<file path="src/rtl/cpu_pkg.sv">
// Shared types and constants for the ID/EX operand path.
// Holds the zero-register index, default datapath width and the bypass source encoding.
package cpu_pkg;

    localparam int DATA_W = 64;
    localparam int CTRL_W = 8;
    localparam logic [4:0] XZR = 5'd31;

    typedef enum logic [1:0] {
        FWD_RF,
        FWD_WB,
        FWD_MEM,
        FWD_EX
    } fwd_sel_t;

endpackage

</file>
<file path="src/rtl/operand_bypass_mux.sv">
// Picks one source operand from EX, MEM, WB or the regfile, youngest producer first.
// Combinational, zero latency; no flow control.
module operand_bypass_mux #(
    parameter int W = 64
) (
    input  logic [4:0]         src,
    input  logic [W-1:0]       rf_data,
    input  logic               ex_wr,
    input  logic [4:0]         ex_rd,
    input  logic [W-1:0]       ex_data,
    input  logic               mem_wr,
    input  logic [4:0]         mem_rd,
    input  logic [W-1:0]       mem_data,
    input  logic               wb_wr,
    input  logic [4:0]         wb_rd,
    input  logic [W-1:0]       wb_data,
    output logic [W-1:0]       operand,
    output cpu_pkg::fwd_sel_t  sel
);
    import cpu_pkg::*;

    always_comb begin
        operand = rf_data;
        sel     = FWD_RF;
        // XZR reads as zero from the regfile no matter who claims to write it
        if (src != XZR) begin
            if (ex_wr && ex_rd == src) begin
                operand = ex_data;
                sel     = FWD_EX;
            end else if (mem_wr && mem_rd == src) begin
                operand = mem_data;
                sel     = FWD_MEM;
            end else if (wb_wr && wb_rd == src) begin
                operand = wb_data;
                sel     = FWD_WB;
            end
        end
    end

endmodule

</file>
<file path="src/rtl/id_ex_operand_stage.sv">
// Resolves ID operands with EX/MEM/WB bypass, detects load-use, and registers the ID/EX stage.
// Latency 1 cycle ID->ex_*; load-use raises stall_out for one cycle and inserts a bubble.
module id_ex_operand_stage #(
    parameter int DATA_W = 64,
    parameter int CTRL_W = 8
) (
    input  logic               clk,
    input  logic               reset_n,
    input  logic               id_valid,
    input  logic [4:0]         id_rn,
    input  logic [4:0]         id_rm,
    input  logic [4:0]         id_rd,
    input  logic               id_uses_rn,
    input  logic               id_uses_rm,
    input  logic               id_regwrite,
    input  logic               id_memread,
    input  logic [CTRL_W-1:0]  id_ctrl,
    input  logic [DATA_W-1:0]  id_imm,
    input  logic [DATA_W-1:0]  rf_data1,
    input  logic [DATA_W-1:0]  rf_data2,
    input  logic [DATA_W-1:0]  ex_alu_result,
    input  logic               mem_regwrite,
    input  logic [4:0]         mem_rd,
    input  logic [DATA_W-1:0]  mem_result,
    input  logic               wb_regwrite,
    input  logic [4:0]         wb_rd,
    input  logic [DATA_W-1:0]  wb_data,
    input  logic               flush,
    output logic               stall_out,
    output logic               ex_valid,
    output logic               ex_regwrite,
    output logic               ex_memread,
    output logic [4:0]         ex_rd,
    output logic [CTRL_W-1:0]  ex_ctrl,
    output logic [DATA_W-1:0]  ex_imm,
    output logic [DATA_W-1:0]  ex_opa,
    output logic [DATA_W-1:0]  ex_opb,
    output cpu_pkg::fwd_sel_t  fwd_sel_a,
    output cpu_pkg::fwd_sel_t  fwd_sel_b
);
    import cpu_pkg::*;

    logic              ex_wr;
    logic              load_use;
    logic              bubble;
    logic [DATA_W-1:0] opa;
    logic [DATA_W-1:0] opb;

    assign ex_wr = ex_valid & ex_regwrite;

    operand_bypass_mux #(.W(DATA_W)) u_bypass_a (
        .src      (id_rn),
        .rf_data  (rf_data1),
        .ex_wr    (ex_wr),
        .ex_rd    (ex_rd),
        .ex_data  (ex_alu_result),
        .mem_wr   (mem_regwrite),
        .mem_rd   (mem_rd),
        .mem_data (mem_result),
        .wb_wr    (wb_regwrite),
        .wb_rd    (wb_rd),
        .wb_data  (wb_data),
        .operand  (opa),
        .sel      (fwd_sel_a)
    );

    operand_bypass_mux #(.W(DATA_W)) u_bypass_b (
        .src      (id_rm),
        .rf_data  (rf_data2),
        .ex_wr    (ex_wr),
        .ex_rd    (ex_rd),
        .ex_data  (ex_alu_result),
        .mem_wr   (mem_regwrite),
        .mem_rd   (mem_rd),
        .mem_data (mem_result),
        .wb_wr    (wb_regwrite),
        .wb_rd    (wb_rd),
        .wb_data  (wb_data),
        .operand  (opb),
        .sel      (fwd_sel_b)
    );

    // Load data only exists from MEM onward, so a consumer right behind a load must wait one cycle
    assign load_use = id_valid & ex_valid & ex_memread & (ex_rd != XZR)
                    & ((id_uses_rn & (ex_rd == id_rn)) | (id_uses_rm & (ex_rd == id_rm)));
    assign stall_out = load_use & ~flush;
    assign bubble    = flush | load_use | ~id_valid;

    always_ff @(posedge clk) begin
        if (!reset_n || bubble) begin
            ex_valid    <= 1'b0;
            ex_regwrite <= 1'b0;
            ex_memread  <= 1'b0;
            ex_rd       <= '0;
            ex_ctrl     <= '0;
            ex_imm      <= '0;
            ex_opa      <= '0;
            ex_opb      <= '0;
        end else begin
            ex_valid    <= 1'b1;
            ex_regwrite <= id_regwrite;
            ex_memread  <= id_memread;
            ex_rd       <= id_rd;
            ex_ctrl     <= id_ctrl;
            ex_imm      <= id_imm;
            ex_opa      <= opa;
            ex_opb      <= opb;
        end
    end

endmodule

</file>
<file path="config.mk">
export PLATFORM = sky130hd
export DESIGN_NAME = id_ex_operand_stage
export DESIGN_NICKNAME = d
export VERILOG_FILES = /design/src/rtl/cpu_pkg.sv /design/src/rtl/operand_bypass_mux.sv /design/src/rtl/id_ex_operand_stage.sv
export SDC_FILE = /design/constraint.sdc
export NUM_CORES = 1
export LEC_CHECK = 0
export CAP_MARGIN = 5
export CORE_AREA = 10 10 240 242
export CTS_CLUSTER_SIZE = 40
export DETAILED_ROUTE_END_ITERATION = 8
export DIE_AREA = 0 0 250 252
export PLACE_DENSITY_LB_ADDON = 0.05
export SYNTH_ARGS = -nofsm -noshare
export SYNTH_HDL_FRONTEND = slang
export SYNTH_SLANG_ARGS = --single-unit
</file>
<file path="constraint.sdc">
create_clock -name clk -period 3.8 [get_ports clk]
set_input_delay 0.76 -clock clk [delete_from_list [all_inputs] [get_ports clk]]
set_output_delay 0.76 -clock clk [all_outputs]
set_load 0.05 [all_outputs]
</file>
Word level (Yosys, flattened, before mapping)

Cells that the tools add are included.

Multiplexer cells: 17
Bitwise logic cells: 13
Reduce and logical (&&, ||, !) cells: 8
Equality and inequality tests: 9

Operators by type and width:

| kind               | count |
|---|---|
| $mux 64            | 8 |
| $eq 5x5->1         | 6 |
| $ne 5x5->1 const B | 3 |
| $mux 2             | 6 |
| $and 1x1->1        | 8 |
| $logic_and 1x1->1  | 6 |
| $mux 1             | 3 |
| $or 1x1->1         | 3 |
| $not 1->1          | 2 |
| $logic_not 1->1    | 1 |
| $logic_or 1x1->1   | 1 |

Logic and storage cells: 55
Output and inout bits: 213
Flip-flop bits (word level): 208
Input port bits: 427

Logic depth before layout (Yosys ltp)

Gate-level depths: netlist of run 1.

Depth after elaboration: 8
Mapped depth: 9
Gate-level depth less buffers: 6

By module

From an unflattened synthesis of run 1, not the netlist that was laid out.

Cells, all modules: 1269
Area, all modules: 10852.9 sq um

Modules (own cells, without submodules):

| module              | area each (sq um) | instances | sequential area each (sq um) | cells each |
|---|---|---|---|---|
| id_ex_operand_stage | 6979.2            | 1         | 4164.0                       | 737 |
| operand_bypass_mux  | 1936.9            | 2         | 0.0                          | 266 |

Least setup slack after synthesis of run 1

OpenSTA, ideal clock, no wires.

Kind: input to output
From: input id_rm[3]
To: output fwd_sel_b[0]
Setup slack: 532 ps
Path buffers: 2
Data required time: 3040 ps
Arrival: 2508 ps
Cell stages on the path: 7
Cell sequence: xnor2_1 -> nand4_1 -> nor2_1 -> buf_2 -> buf_2 -> a21oi_1 -> nor2_1

Cells in the longest elaborated chain, start to end: 6
Elaborated cells on any way between the ends: 11
Those cells by class: eq/ne (4); mux (4); reduce/logical (3)

Ends and longest elaborated chain:

| element            | line                      | source |
|---|---|---|
| start: declaration | id_ex_operand_stage.sv:11 | `input logic [4:0] id_rm,` |
| $eq 5x5->1         | operand_bypass_mux.sv:33  | `end else if (wb_wr && wb_rd == src) begin` |
| $logic_and 1x1->1  | operand_bypass_mux.sv:33  |  |
| $mux 1             | operand_bypass_mux.sv:33  |  |
| $mux 2             | operand_bypass_mux.sv:30  | `end else if (mem_wr && mem_rd == src) begin` |
| $mux 2             | operand_bypass_mux.sv:27  | `if (ex_wr && ex_rd == src) begin` |
| $mux 2 (*)         | operand_bypass_mux.sv:26  | `if (src != XZR) begin` |
| end: declaration   | id_ex_operand_stage.sv:39 | `output cpu_pkg::fwd_sel_t fwd_sel_b` |

Every way passes the cells marked *; elsewhere a longest branch is shown, timed or not.

Worst setup path in the final report of run 1

From: input id_rn[4]
To: output fwd_sel_a[1]

Cells in the longest elaborated chain, start to end: 5
Elaborated cells on any way between the ends: 8
Those cells by class: eq/ne (3); mux (3); reduce/logical (2)

Ends and longest elaborated chain:

| element            | line                      | source |
|---|---|---|
| start: declaration | id_ex_operand_stage.sv:10 | `input logic [4:0] id_rn,` |
| $eq 5x5->1         | operand_bypass_mux.sv:30  |  |
| $logic_and 1x1->1  | operand_bypass_mux.sv:30  |  |
| $mux 2             | operand_bypass_mux.sv:30  |  |
| $mux 2             | operand_bypass_mux.sv:27  |  |
| $mux 2 (*)         | operand_bypass_mux.sv:26  |  |
| end: declaration   | id_ex_operand_stage.sv:38 | `output cpu_pkg::fwd_sel_t fwd_sel_a,` |

Marks and branches as above.

==> flow_summary.json, run 1 <==
{
  "netlist_area_um2": 11700,
  "outcome": "complete, no violations",
  "cts_setup_buffers": 0,
  "slew_violations": 0,
  "die_x_um": 250,
  "synth_area_leaders": "dfxtp_1 35%, o21ai_0 8.8%, a311oi_1 7.5%, nand4_1 7.1%, nand2_1 6.3%",
  "hold_viol_final": 0,
  "firstDrtPassIters": 5,
  "synth_mux_area_share_pct": 0,
  "final_layout_size_suffix_gt1_share_pct": 5.55,
  "tritoncts": "done",
  "power_frac_seq_pct": 35.3,
  "rrSetupSlack_ns": 1.51,
  "grt_use_total_pct": 25.7,
  "gp_congestion": 0.823,
  "clk_path_buf_depth": 3,
  "powerDensity_nw_per_um2": 327,
  "slew_headroom_pct": 25.3,
  "grt_max_degree": 87,
  "rsz0062_at_grt": "no",
  "synth_compound_area_share_pct": 27.6,
  "p_leak_nw": 6.62,
  "die_h_um": 252,
  "drv_cap": 0,
  "vias_per_cell": 5.46,
  "synth_cell_types": 32,
  "criticalPathCategory": "in2out",
  "worst_pin_slew_ns": 1.12,
  "cts_root_buf": "clkbuf_16",
  "crit_path_max_fanout": 5,
  "grt_pass1_wl_um": 121000,
  "cp.required_ns": 3.04,
  "initial_utilization_pct": 22.4,
  "synthAdderAreaFrac_pct": 0,
  "cts.sinks": 208,
  "clkPwrFrac_pct": 39.8,
  "pwr-share-comb_pct": 24.9,
  "hpwl_um": 57500,
  "antenna_found_initial": 32,
  "grt-ovfl-total": 0,
  "skew_ns": 0.0375,
  "setup_viol": 0,
  "core-area_um2": 52400,
  "arrival_ns": 2.74,
  "routedWlPerCell_um": 31.2,
  "crit_path_end_kind": "output port",
  "clk_pin_slew_ns": 0.06,
  "p_sw_mw": 2.03,
  "vdd_ir_drop_max_mv": 0.329,
  "fin_nets": 2485,
  "rows": 84,
  "postSynthCellCount": 1533,
  "swShare_pct": 31.5,
  "area_delta_synth_final_pct": 67.7,
  "synth_fp_nets": 1960,
  "dr_total_vias": 15184,
  "io_pins": 640,
  "postSynthAreaPerCell_um2": 7.65,
  "drt_iter0_markers": 1320,
  "finalCritPeriodShare_pct": 92.2,
  "ys_warn_count": 0,
  "die_area_um2": 63000,
  "ys_seq_area_share_pct": 35.5,
  "hold_ws_ns": 0.715,
  "cts_resized": 0,
  "synth_xor_area_share_pct": 2.30,
  "synth_top_family_by_area": "compound AO/OA/AOI/OAI gates",
  "finalCriticalPeriod_ns": 3.50,
  "cts_buffers": 28,
  "drt-total-wl_um": 86700,
  "io_buffers": 639,
  "max_freq_ghz": 0.285,
  "grt_pass1_vias": 15274,
  "cts_hold_buf": 0,
  "start_kind": "input port",
  "ys_ff_latch": 208,
  "clk_latency_ns": 0.60,
  "remaining_drc_errors": 0,
  "min_path_type": "in2reg",
  "yosys.area_share.simple_pct": 27.5,
  "finalSetupTns_ns": 0,
  "synth.top_cell.area_share_pct": 35.5,
  "antenna_left": 0,
  "intPower_mw": 4.40,
  "synth_largest_area_cell": "dfxtp_1",
  "htree_levels": 1
}
per-stage QoR:
step | cell area, um2 | util [%] | power (mW) | std cells | worst slack, ns
after CTS | 19600 | 37.4 | 6.51 | 2761 | 0.300
after global placement | 18800 | 35.8 | 3.90 | 2716 | 0.282
after detailed placement | 18800 | 35.8 | 3.91 | 2716 | 0.313
after global routing | 19700 | 37.5 | 6.64 | 2773 | 0.191
after floorplan | 11700 | - | 2.99 | 1533 | 0.532
final | 19700 | 37.5 | 6.43 | 2781 | 0.295
routing by layer:
metal	vias up	track usage, %	part of all wire, %
li1	6770	-	-
met1	7465	29.8	38
met2	804	45.0	50
met3	119	8.37	9.5
met4	26	6.27	2.0
met5	-	0	0.21
state kept, by name, summed over array words and instances, names as in the netlist:
signal       flops
ex_opb          64
ex_ctrl          8
ex_memread       1
ex_imm          64
ex_opa          64
ex_rd            5
ex_valid         1
ex_regwrite      1
worst max-delay path: stages:
cell and delay [ns]:
clkdlybuf4s50_1 0.66, xnor2_1 0.19, nand4_1 0.24, or2_2 0.36, a21oi_1 0.33, buf_12 0.19
cells in the mapped netlist:
cell type	instances
o21ai_2	2
and4_1	2
nand4_1	134
nor2_1	7
clkinv_2	1
buf_4	3
o21ai_1	5
a21oi_1	7
or2_1	2
a31oi_1	28
dfxtp_1	208
xnor2_2	1
a311oi_1	101
buf_8	1
nor3_1	128
buf_2	32
o31a_1	17
nand3_1	29
xnor2_1	29
a311o_1	27
buf_6	9
clkbuf_1	137
or2_2	2
o21ai_0	207
and3_1	23
o22ai_1	1
nand2_1	198
a211o_1	1
buf_1	5
and2_1	100
o21a_1	84
nand3_2	2
placed cells by master (no fill, tap or decap), types with 16 or more instances in the layout:
cell type        synthesis  routed
clkdlybuf4s50_1          0     633
dfxtp_1                208     208
o21ai_0                207     207
nand2_1                198     194
nand4_1                134     134
nor3_1                 128     128
a311oi_1               101     101
and2_1                 100      99
o21a_1                  84      84
buf_4                    3      33
xnor2_1                 29      28
a31oi_1                 28      28
clkbuf_16                0      28
nand3_1                 29      27
a311o_1                 27      27
diode_2                  0      20
and3_1                  23      20
o31a_1                  17      17
buf_12                   0      16
power groups by stage:
stage / sequential (mW) / clock [mW] / combinational, mW
6_report: 2.27 / 2.56 / 1.60
5_1_grt: 2.28 / 2.70 / 1.67
4_1_cts: 2.27 / 2.65 / 1.60
3_5_place_dp: 2.32 / 0 / 1.59
2_1_floorplan: 2.54 / 0 / 0.450
3_3_place_gp: 2.32 / 0 / 1.59
area by class of cell:
cell class,instances,area [um2]
flip-flops and latches,208,4160
multi-input cells,1137,6840
inverters,1,8.76
well taps,688,861
fillers,5404,32800
clock buffers,40,816
diodes,20,50.0
repair buffers,682,6900
clock inverters,5,36.3
logic make-up (layout without fill, tap and decap cells):
kind of cell | after synthesis | after routing
and+or+nand+nor | 627 | 627
AOI/OAI and AO/OA | 480 | 480
DFF | 208 | 208
buffers and inverters | 188 | 728
xor gates and xnor gates | 30 | 30
other | 0 | 20
worst paths after layout:
check                              start                    end  cells past startpoint
setup reg to reg     ex_rd[1]$_SDFF_PP0_  ex_opa[35]$_SDFF_PP0_                      6
setup / recovery                id_rn[4]           fwd_sel_a[1]                      6
hold / removal                  id_rd[1]    ex_rd[1]$_SDFF_PP0_                      2
hold reg to reg   ex_regwrite$_SDFF_PP0_  ex_opa[62]$_SDFF_PP0_                      5
No activity file was read; power rests on OpenSTA's default activity.
==> inputs of run 2 (changes only) <==
--- a/config.mk
+++ b/config.mk
@@ -10,6 +10,7 @@
 export CTS_CLUSTER_SIZE = 40
 export DETAILED_ROUTE_END_ITERATION = 8
 export DIE_AREA = 0 0 250 252
+export HOLD_SLACK_MARGIN = 0.06
 export PLACE_DENSITY_LB_ADDON = 0.05
 export SYNTH_ARGS = -nofsm -noshare
 export SYNTH_HDL_FRONTEND = slang
==> results of run 2 <==
Same layout as run 1: the final DEF is identical, and so are final timing and power.
